<file path="src/rtl/fizzbuzz_pkg.sv">
// fizzbuzz_pkg: shared types and constants for the FizzBuzz serial line
// generator.
//   - ASCII constants (CR, LF, '0') and the "Fizz"/"Buzz" byte strings
//   - FSM state enum and the line-type enum
//   - 4-bit BCD digit type
//   - str_byte(): picks byte k (0 = first character) out of a 4-char string
package fizzbuzz_pkg;

  typedef logic [3:0] bcd_t;

  typedef enum logic [2:0] {
    IDLE,
    SEL,
    SEND,
    NEXT,
    STOP
  } state_t;

  typedef enum logic [1:0] {
    LINE_NUM,
    LINE_FIZZ,
    LINE_BUZZ,
    LINE_FIZZBUZZ
  } line_t;

  localparam logic [7:0]  ASCII_CR   = 8'h0D;
  localparam logic [7:0]  ASCII_LF   = 8'h0A;
  localparam logic [7:0]  ASCII_ZERO = 8'h30;
  // First character sits in the most significant byte.
  localparam logic [31:0] FIZZ_STR   = 32'h46_69_7A_7A;
  localparam logic [31:0] BUZZ_STR   = 32'h42_75_7A_7A;

  function automatic logic [7:0] str_byte(input logic [31:0] s, input logic [1:0] k);
    logic [7:0] b;
    case (k)
      2'd0:    b = s[31:24];
      2'd1:    b = s[23:16];
      2'd2:    b = s[15:8];
      default: b = s[7:0];
    endcase
    return b;
  endfunction

endpackage

</file>
<file path="src/rtl/uart_tx.sv">
// uart_tx: 8N1 serial transmitter, LSB first, idle high.
//   clk   in   system clock
//   rst   in   asynchronous active-low reset; forces out high at once
//   data  in   byte to send, taken when valid && ready
//   valid in   byte offered
//   ready out  high when idle or in the last cycle of a stop bit, so a
//              byte offered continuously goes out with no idle gap
//   out   out  serial line
module uart_tx #(
  parameter int BAUD_DIV = 434
) (
  input  logic       clk,
  input  logic       rst,
  input  logic [7:0] data,
  input  logic       valid,
  output logic       ready,
  output logic       out
);

  localparam int              BAUD_W    = (BAUD_DIV > 2) ? $clog2(BAUD_DIV) : 1;
  localparam logic [BAUD_W-1:0] BAUD_LAST = BAUD_W'(BAUD_DIV - 1);

  logic              active_reg;
  logic [BAUD_W-1:0] baud_cnt_reg;
  logic [3:0]        bit_cnt_reg;   // bit currently on the line: 0 start, 1..8 data, 9 stop
  logic [8:0]        shift_reg;     // remaining data bits followed by the stop bit
  logic              out_reg;
  logic              bit_end;

  assign bit_end = (baud_cnt_reg == BAUD_LAST);
  assign ready   = !active_reg || (bit_end && (bit_cnt_reg == 4'd9));
  assign out     = out_reg;

  always_ff @(posedge clk or negedge rst) begin
    if (!rst) begin
      active_reg   <= 1'b0;
      baud_cnt_reg <= '0;
      bit_cnt_reg  <= 4'd0;
      shift_reg    <= '1;
      out_reg      <= 1'b1;
    end else if (valid && ready) begin
      // Start bit goes out on the next cycle; this also covers a byte
      // chained onto the final cycle of the previous stop bit.
      active_reg   <= 1'b1;
      baud_cnt_reg <= '0;
      bit_cnt_reg  <= 4'd0;
      shift_reg    <= {1'b1, data};
      out_reg      <= 1'b0;
    end else if (active_reg) begin
      if (bit_end) begin
        baud_cnt_reg <= '0;
        if (bit_cnt_reg == 4'd9) begin
          active_reg <= 1'b0;
        end else begin
          out_reg     <= shift_reg[0];
          shift_reg   <= {1'b1, shift_reg[8:1]};
          bit_cnt_reg <= bit_cnt_reg + 4'd1;
        end
      end else begin
        baud_cnt_reg <= baud_cnt_reg + BAUD_W'(1);
      end
    end
  end

endmodule

</file>
<file path="src/rtl/fizzbuzz_uart_gen.sv">
// fizzbuzz_uart_gen: counts n = 1..MAX_N and sends one CR LF terminated
// ASCII line per n over an 8N1 serial line: "Fizz", "Buzz", "FizzBuzz" or
// n in decimal without leading zeros. n is kept in BCD and divisibility is
// tracked with modulo counters, so no divider is needed.
//   clk   in   system clock
//   rst   in   asynchronous active-low reset
//   en    in   run enable, looked at only between lines
//   out   out  serial TX, idle high
//   busy  out  high from line selection until the LF stop bit has ended
//   done  out  sticky, set after the MAX_N line when WRAP = 0
module fizzbuzz_uart_gen
  import fizzbuzz_pkg::*;
#(
  parameter int BAUD_DIV = 434,
  parameter int MAX_N    = 100,
  parameter int DIGITS   = 3,
  parameter int FIZZ_DIV = 3,
  parameter int BUZZ_DIV = 5,
  parameter int WRAP     = 0
) (
  input  logic clk,
  input  logic rst,
  input  logic en,
  output logic out,
  output logic busy,
  output logic done
);

  localparam int LEN_MAX = (DIGITS + 2 > 10) ? DIGITS + 2 : 10;
  localparam int IDX_W   = $clog2(LEN_MAX + 1);
  localparam int M3_W    = $clog2(FIZZ_DIV + 1);
  localparam int M5_W    = $clog2(BUZZ_DIV + 1);
  localparam logic [M3_W-1:0] M3_INIT = M3_W'(1 % FIZZ_DIV);
  localparam logic [M5_W-1:0] M5_INIT = M5_W'(1 % BUZZ_DIV);
  localparam logic [M3_W-1:0] M3_LAST = M3_W'(FIZZ_DIV - 1);
  localparam logic [M5_W-1:0] M5_LAST = M5_W'(BUZZ_DIV - 1);

  state_t            state_reg, state_next;
  bcd_t              n_reg [DIGITS];
  bcd_t              n_inc [DIGITS];
  logic [DIGITS-1:0] carry;
  logic [DIGITS-1:0] digit_at_max;
  logic              at_max;
  logic [M3_W-1:0]   m3_reg;
  logic [M5_W-1:0]   m5_reg;
  line_t             line_reg, line_sel;
  logic [IDX_W-1:0]  idx_reg, len_reg, len_sel, ndig_sel, dpos;
  logic              lf_acc_reg;   // LF handed to the transmitter, waiting for its stop bit
  logic              done_reg;
  logic              tx_valid, tx_ready, hs;
  logic [7:0]        tx_data;
  bcd_t              digit_sel;

  // BCD increment with rippling carry, and per-digit compare against MAX_N.
  assign carry[0] = 1'b1;
  for (genvar gi = 0; gi < DIGITS; gi++) begin : g_digit
    localparam bcd_t MAX_DIGIT = bcd_t'((MAX_N / (10 ** gi)) % 10);
    assign n_inc[gi] = carry[gi] ? ((n_reg[gi] == 4'd9) ? 4'd0 : n_reg[gi] + 4'd1)
                                 : n_reg[gi];
    assign digit_at_max[gi] = (n_reg[gi] == MAX_DIGIT);
    if (gi < DIGITS - 1) begin : g_carry
      assign carry[gi+1] = carry[gi] && (n_reg[gi] == 4'd9);
    end
  end
  assign at_max = &digit_at_max;

  // Line type and length, registered in SEL.
  always_comb begin
    ndig_sel = IDX_W'(1);
    for (int i = 1; i < DIGITS; i++) begin
      if (n_reg[i] != 4'd0) ndig_sel = IDX_W'(i + 1);
    end
    if (m3_reg == '0 && m5_reg == '0) begin
      line_sel = LINE_FIZZBUZZ;
      len_sel  = IDX_W'(10);
    end else if (m3_reg == '0) begin
      line_sel = LINE_FIZZ;
      len_sel  = IDX_W'(6);
    end else if (m5_reg == '0) begin
      line_sel = LINE_BUZZ;
      len_sel  = IDX_W'(6);
    end else begin
      line_sel = LINE_NUM;
      len_sel  = ndig_sel + IDX_W'(2);
    end
  end

  // Byte at idx_reg: line text, then CR, then LF. For numbers the first
  // text byte is the most significant non-zero digit.
  always_comb begin
    dpos      = len_reg - IDX_W'(3) - idx_reg;
    digit_sel = 4'd0;
    for (int i = 0; i < DIGITS; i++) begin
      if (dpos == IDX_W'(i)) digit_sel = n_reg[i];
    end
    tx_data = ASCII_LF;
    if (idx_reg == len_reg - IDX_W'(1)) begin
      tx_data = ASCII_LF;
    end else if (idx_reg == len_reg - IDX_W'(2)) begin
      tx_data = ASCII_CR;
    end else begin
      case (line_reg)
        LINE_FIZZ:     tx_data = str_byte(FIZZ_STR, idx_reg[1:0]);
        LINE_BUZZ:     tx_data = str_byte(BUZZ_STR, idx_reg[1:0]);
        LINE_FIZZBUZZ: tx_data = (idx_reg < IDX_W'(4)) ? str_byte(FIZZ_STR, idx_reg[1:0])
                                                       : str_byte(BUZZ_STR, idx_reg[1:0]);
        default:       tx_data = ASCII_ZERO | {4'h0, digit_sel};
      endcase
    end
  end

  // FSM state register.
  always_ff @(posedge clk or negedge rst) begin
    if (!rst) state_reg <= IDLE;
    else      state_reg <= state_next;
  end

  // FSM next state and outputs.
  always_comb begin
    state_next = state_reg;
    tx_valid   = 1'b0;
    busy       = 1'b0;
    case (state_reg)
      IDLE: if (en && !done_reg) state_next = SEL;
      SEL: begin
        busy       = 1'b1;
        state_next = SEND;
      end
      SEND: begin
        busy     = 1'b1;
        tx_valid = !lf_acc_reg;
        // ready after the LF was taken marks the last cycle of its stop bit.
        if (lf_acc_reg && tx_ready) state_next = NEXT;
      end
      NEXT: state_next = (at_max && WRAP == 0) ? STOP : IDLE;
      STOP: state_next = STOP;
      default: state_next = IDLE;
    endcase
  end

  assign hs   = tx_valid && tx_ready;
  assign done = done_reg;

  // Datapath: counter, modulo trackers, byte index.
  always_ff @(posedge clk or negedge rst) begin
    if (!rst) begin
      for (int i = 0; i < DIGITS; i++) n_reg[i] <= (i == 0) ? 4'd1 : 4'd0;
      m3_reg     <= M3_INIT;
      m5_reg     <= M5_INIT;
      line_reg   <= LINE_NUM;
      len_reg    <= IDX_W'(3);
      idx_reg    <= '0;
      lf_acc_reg <= 1'b0;
      done_reg   <= 1'b0;
    end else begin
      case (state_reg)
        SEL: begin
          line_reg   <= line_sel;
          len_reg    <= len_sel;
          idx_reg    <= '0;
          lf_acc_reg <= 1'b0;
        end
        SEND: begin
          if (hs) begin
            if (idx_reg == len_reg - IDX_W'(1)) lf_acc_reg <= 1'b1;
            else                                idx_reg    <= idx_reg + IDX_W'(1);
          end
        end
        NEXT: begin
          if (at_max) begin
            if (WRAP != 0) begin
              for (int i = 0; i < DIGITS; i++) n_reg[i] <= (i == 0) ? 4'd1 : 4'd0;
              m3_reg <= M3_INIT;
              m5_reg <= M5_INIT;
            end else begin
              done_reg <= 1'b1;
            end
          end else begin
            for (int i = 0; i < DIGITS; i++) n_reg[i] <= n_inc[i];
            m3_reg <= (m3_reg == M3_LAST) ? '0 : m3_reg + M3_W'(1);
            m5_reg <= (m5_reg == M5_LAST) ? '0 : m5_reg + M5_W'(1);
          end
        end
        default: ;
      endcase
    end
  end

  uart_tx #(
    .BAUD_DIV(BAUD_DIV)
  ) u_tx (
    .clk  (clk),
    .rst  (rst),
    .data (tx_data),
    .valid(tx_valid),
    .ready(tx_ready),
    .out  (out)
  );

endmodule
</file>
<file path="config.mk">
export PLATFORM = sky130hd
export DESIGN_NAME = fizzbuzz_uart_gen
export DESIGN_NICKNAME = d
export VERILOG_FILES = /design/src/rtl/fizzbuzz_pkg.sv /design/src/rtl/uart_tx.sv /design/src/rtl/fizzbuzz_uart_gen.sv
export SDC_FILE = /design/constraint.sdc
export NUM_CORES = 1
export LEC_CHECK = 0
export ABC_AREA = 1
export BUFFER_PORTS_ARGS = -buffer_cell sky130_fd_sc_hd__buf_2
export CORE_MARGIN = 8
export CORE_UTILIZATION = 63
export DETAILED_ROUTE_END_ITERATION = 8
export PLACE_DENSITY = 0.79
export SLEW_MARGIN = 40
export SYNTH_ARGS = -nofsm -noshare
export SYNTH_HDL_FRONTEND = slang
export SYNTH_SLANG_ARGS = --single-unit
</file>
<file path="constraint.sdc">
create_clock -name clk -period 2.8 [get_ports clk]
set_input_delay 0.56 -clock clk [delete_from_list [all_inputs] [get_ports clk]]
set_output_delay 0.56 -clock clk [all_outputs]
set_load 0.03 [all_outputs]
</file>
==> flow_metrics.tcl <==
set metrics [dict create \
    p_seq_frac 0.618 \
    numClockSinks 55 \
    dieHeight_um 89.46 \
    clock-root-buffer "clkbuf_8" \
    drc 0 \
    worst_skew_pair.late_latency_ns 0.31 \
    cts_tree "yes" \
    cts_made_buffers 5 \
    htree_levels 2 \
    synth-main-ff-cell "dfrtp_1" \
    timing.hold.worst.class "input port to asynchronous set/reset pin" \
    timing.critical_path.mode_cell "nand2_1" \
    post_cts.repair.setup_buffers 0 \
    critPathMaxStageDelay_ns 0.52 \
    fmaxAchievable_mhz 399.6 \
    global_route.overflow_total 0 \
    synthesis.area_per_instance_sq_um 7.797 \
    startpoint_type "flip-flop" \
    net-switching-power_uw 286.5 \
    nNetsFinal 470 \
    fillCellCount 390 \
    grt_antenna_before_repair 0 \
    syn_inst 436 \
    cts_hold_buf 0 \
    die-width_um 89.46 \
    grt_first_pass_wirelength_um 11920 \
    fin_tns_setup_ns 0 \
    synth_compound_gate_area_share 0.1251 \
    internal_power_uw 1001 \
    start_util 0.6572 \
    port_buffers 5 \
    ys_async_sr_fraction 1.000 \
    worst-endpoint-required_ns 3.06 \
    critical_path_peak_fanout 10 \
    synth_area_in_xor_xnor 0.02834 \
    largest_net_degree_at_the_start_of_global_routing 36 \
    powerDensity_nw_per_um2 355.5 \
    sequential_cell_area_sq_um 1394 \
    finalMaxSlewViolations 0 \
    largest_reg_flops 12 \
    post_drt_wl_per_cell_um 13.08 \
    timing.final.crit_share 0.8937 \
    postPlaceCellArea_sq_um 3512 \
    synth_edf_count 0 \
    total_length_of_routed_wires_um 6791 \
    setup_repair_after_global_routing_missed_its_margin "no" \
    path_class "flip-flop to flip-flop" \
    clock-skew-final_ns 0.008545 \
    io_pins 6 \
    drt-pass1-iter-count 4 \
    post_synth_num_cell_types 40 \
    fp.coreArea_sq_um 5172 \
    synth_top_family_by_area "simple AND/OR/NAND/NOR gates" \
    grt_usage 0.1885 \
    worst_ir_drop_vdd_v 0.0002392 \
    synth_seq_cells 55 \
    synthToLayoutAreaGrowth_pct 6.514 \
    max-slew-margin-rel 0.7073 \
    endpoint_of_the_lowest_slack_register_to_register_path "u_tx.shift_reg[2]" \
    reg2reg_depth 17 \
    worst-slew-pin-transition_ns 0.4345 \
    detailed_place_hpwl_um 5176 \
    endpoint_kind "flip-flop" \
    ant_nets 0 \
    vias_per_cell 5.503 \
    post_synth_and_or_nand_nor_area_fraction 0.2775 \
    status "complete, no violations" \
    placement_rows 26 \
    static_leakage_power_uw 0.001847 \
    clockPowerShare 0.368 \
    dr.first_iter.drc_count 126 \
    post_route_cells_drive_above_1_share 0.1359 \
    gp_routability_congestion 0.8729 \
    clk_transition_reported_paths_ns 0.10 \
    multi_input_area_sq_um 1730 \
    yosys-mux-area-fraction 0.002944 \
    worst-r2r-setup-slack_ns 0.30 \
    timing.hold.ws_ns 0.2003 \
    final-setup-viol-count 0 \
    timing.critical_path.arrival_ns 2.76 \
    clk_path_buf_depth 2 \
    max_cap_viol_count 0 \
    worst_r2r_startpoint "len_reg[1]" \
    grt_pass1_vias 2659 \
    netSwitchingFraction 0.2226 \
    die_area_sq_um 8002 \
    shortest_clock_period_the_worst_path_allows_after_layout_ns 2.502 \
    synth.cell_area_sq_um 3400 \
    hold_violations 0 \
    antennaDiodeCount 0 \
    p_comb_frac 0.014 \
    cp_cell_sequence "inv_1, ha_1, inv_1, ha_1, inv_1, fa_1, inv_1, nand2_1, nand2_1, nand2_1, nand2_4, nand3_2, nor2_1, o21ai_0, nand2_1, nand2_1, nand2_1" \
    synth-adder-area-share 0.07214 \
    cpMaxStageDelayCell "dfstp_2" \
    overall_via_count_from_detail_route 2856 \
    stdcell_area_sq_um 3621 \
    synth_seq_area_share 0.4100 \
    synth-warning-count 0 \
    synthesis.nets 458 \
]
==> through the flow <==
stage,utilization,worst slack (ns),instances,total power [uW]
after global placement,0.6790,0.3643,511,829.3
final,0.7000,0.2975,519,1287
after floorplan,-,0.4592,436,810.1
after detailed placement,0.6790,0.2502,511,829.3
after CTS,0.6981,0.2244,519,1296
after global routing,0.7000,0.007817,519,1323
==> cells in the final DEF, fill, tap and decap left out, types with 3 or more instances in the layout <==
cell type	Yosys	layout
nand2_1	92	92
a21oi_1	14	14
nand2_4	2	3
dfrtp_1	41	41
buf_4	1	3
nand3_1	23	22
nand4_1	15	15
nand2_2	6	5
clkbuf_8	0	6
dfstp_2	14	14
inv_1	64	64
o21ai_0	34	34
inv_2	6	6
nor3_1	7	7
nand3_2	2	3
o22ai_1	6	6
o211ai_1	4	4
nor2_2	5	5
ha_1	18	18
buf_2	0	5
xor2_1	10	10
nor2_1	49	49
==> critical path: cells and delay by family, from the launching register on <==
kind	cells	cell delay [ns]
and+or+nand+nor	9	0.74
AOI/OAI and AO/OA	1	0.09
adders and majority gates	3	0.82
DFF	1	0.52
buffers and inverters	4	0.29
==> timing repair <==
action / 4_1_cts / 5_1_grt
setup endpoints to repair: 0 / 3
gates resized for setup: 0 / 2
hold endpoints to repair: 0 / 0
==> how the worst max path moves through the flow <==
| stage | from | to | cells past startpoint |
|---|---|---|---|
| after global routing | len_reg[1] | u_tx.shift_reg[2] | 17 |
| after global placement | len_reg[1] | u_tx.shift_reg[0] | 17 |
| after CTS | len_reg[1] | u_tx.shift_reg[2] | 17 |
| after detailed placement | len_reg[1] | u_tx.shift_reg[2] | 17 |
| final | len_reg[1] | u_tx.shift_reg[2] | 17 |
| after floorplan | len_reg[1] | u_tx.shift_reg[0] | 13 |
==> cell families (layout without fill, tap and decap cells) <==
kind of cell    after synthesis  count (layout)
mux                           1               1
xor+xnor                     11              11
compound gates               71              71
fa+ha+maj                    19              19
buf+inv                      73              86
simple gates                206             206
flops                        55              55
==> power groups by stage <==
| stage | registers, uW | logic, uW | clock network [uW] |
|---|---|---|---|
| after floorplan | 810 | 0.322 | 0 |
| after global placement | 810 | 19.8 | 0 |
| after detailed placement | 810 | 19.7 | 0 |
| after CTS | 795 | 19.8 | 481 |
| after global routing | 795 | 22.3 | 505 |
| final | 795 | 18.3 | 474 |
==> cells in the mapped netlist (4+ instances only) <==
| cell type | n | share of area |
|---|---|---|
| nand3_1 | 23 | 0.034 |
| nor2_1 | 49 | 0.054 |
| dfrtp_1 | 41 | 0.30 |
| nand2_2 | 6 | 0.011 |
| inv_1 | 64 | 0.071 |
| nor3_1 | 7 | 0.010 |
| xor2_1 | 10 | 0.026 |
| o22ai_1 | 6 | 0.011 |
| nand2_1 | 92 | 0.10 |
| dfstp_2 | 14 | 0.11 |
| inv_2 | 6 | 0.0066 |
| a21oi_1 | 14 | 0.021 |
| ha_1 | 18 | 0.066 |
| nor2_2 | 5 | 0.0092 |
| nand4_1 | 15 | 0.028 |
| o21ai_0 | 34 | 0.050 |
| o211ai_1 | 4 | 0.0088 |
==> final cells by class <==
| type | count | area share |
|---|---|---|
| clock inverters | 2 | 0.004492 |
| multi-input cells | 308 | 0.4779 |
| flip-flops and latches | 55 | 0.3849 |
| well taps | 70 | 0.02419 |
| clock buffers | 6 | 0.02281 |
| inverters | 70 | 0.07256 |
| repair buffers | 8 | 0.01313 |
==> per-layer routing <==
layer  wire, um  global-route usage
met1       3093              0.2371
met2       3217              0.3071
met3        332             0.04412
met4        148             0.06949
met5          0                   0
(Power assumes the default switching activity.)
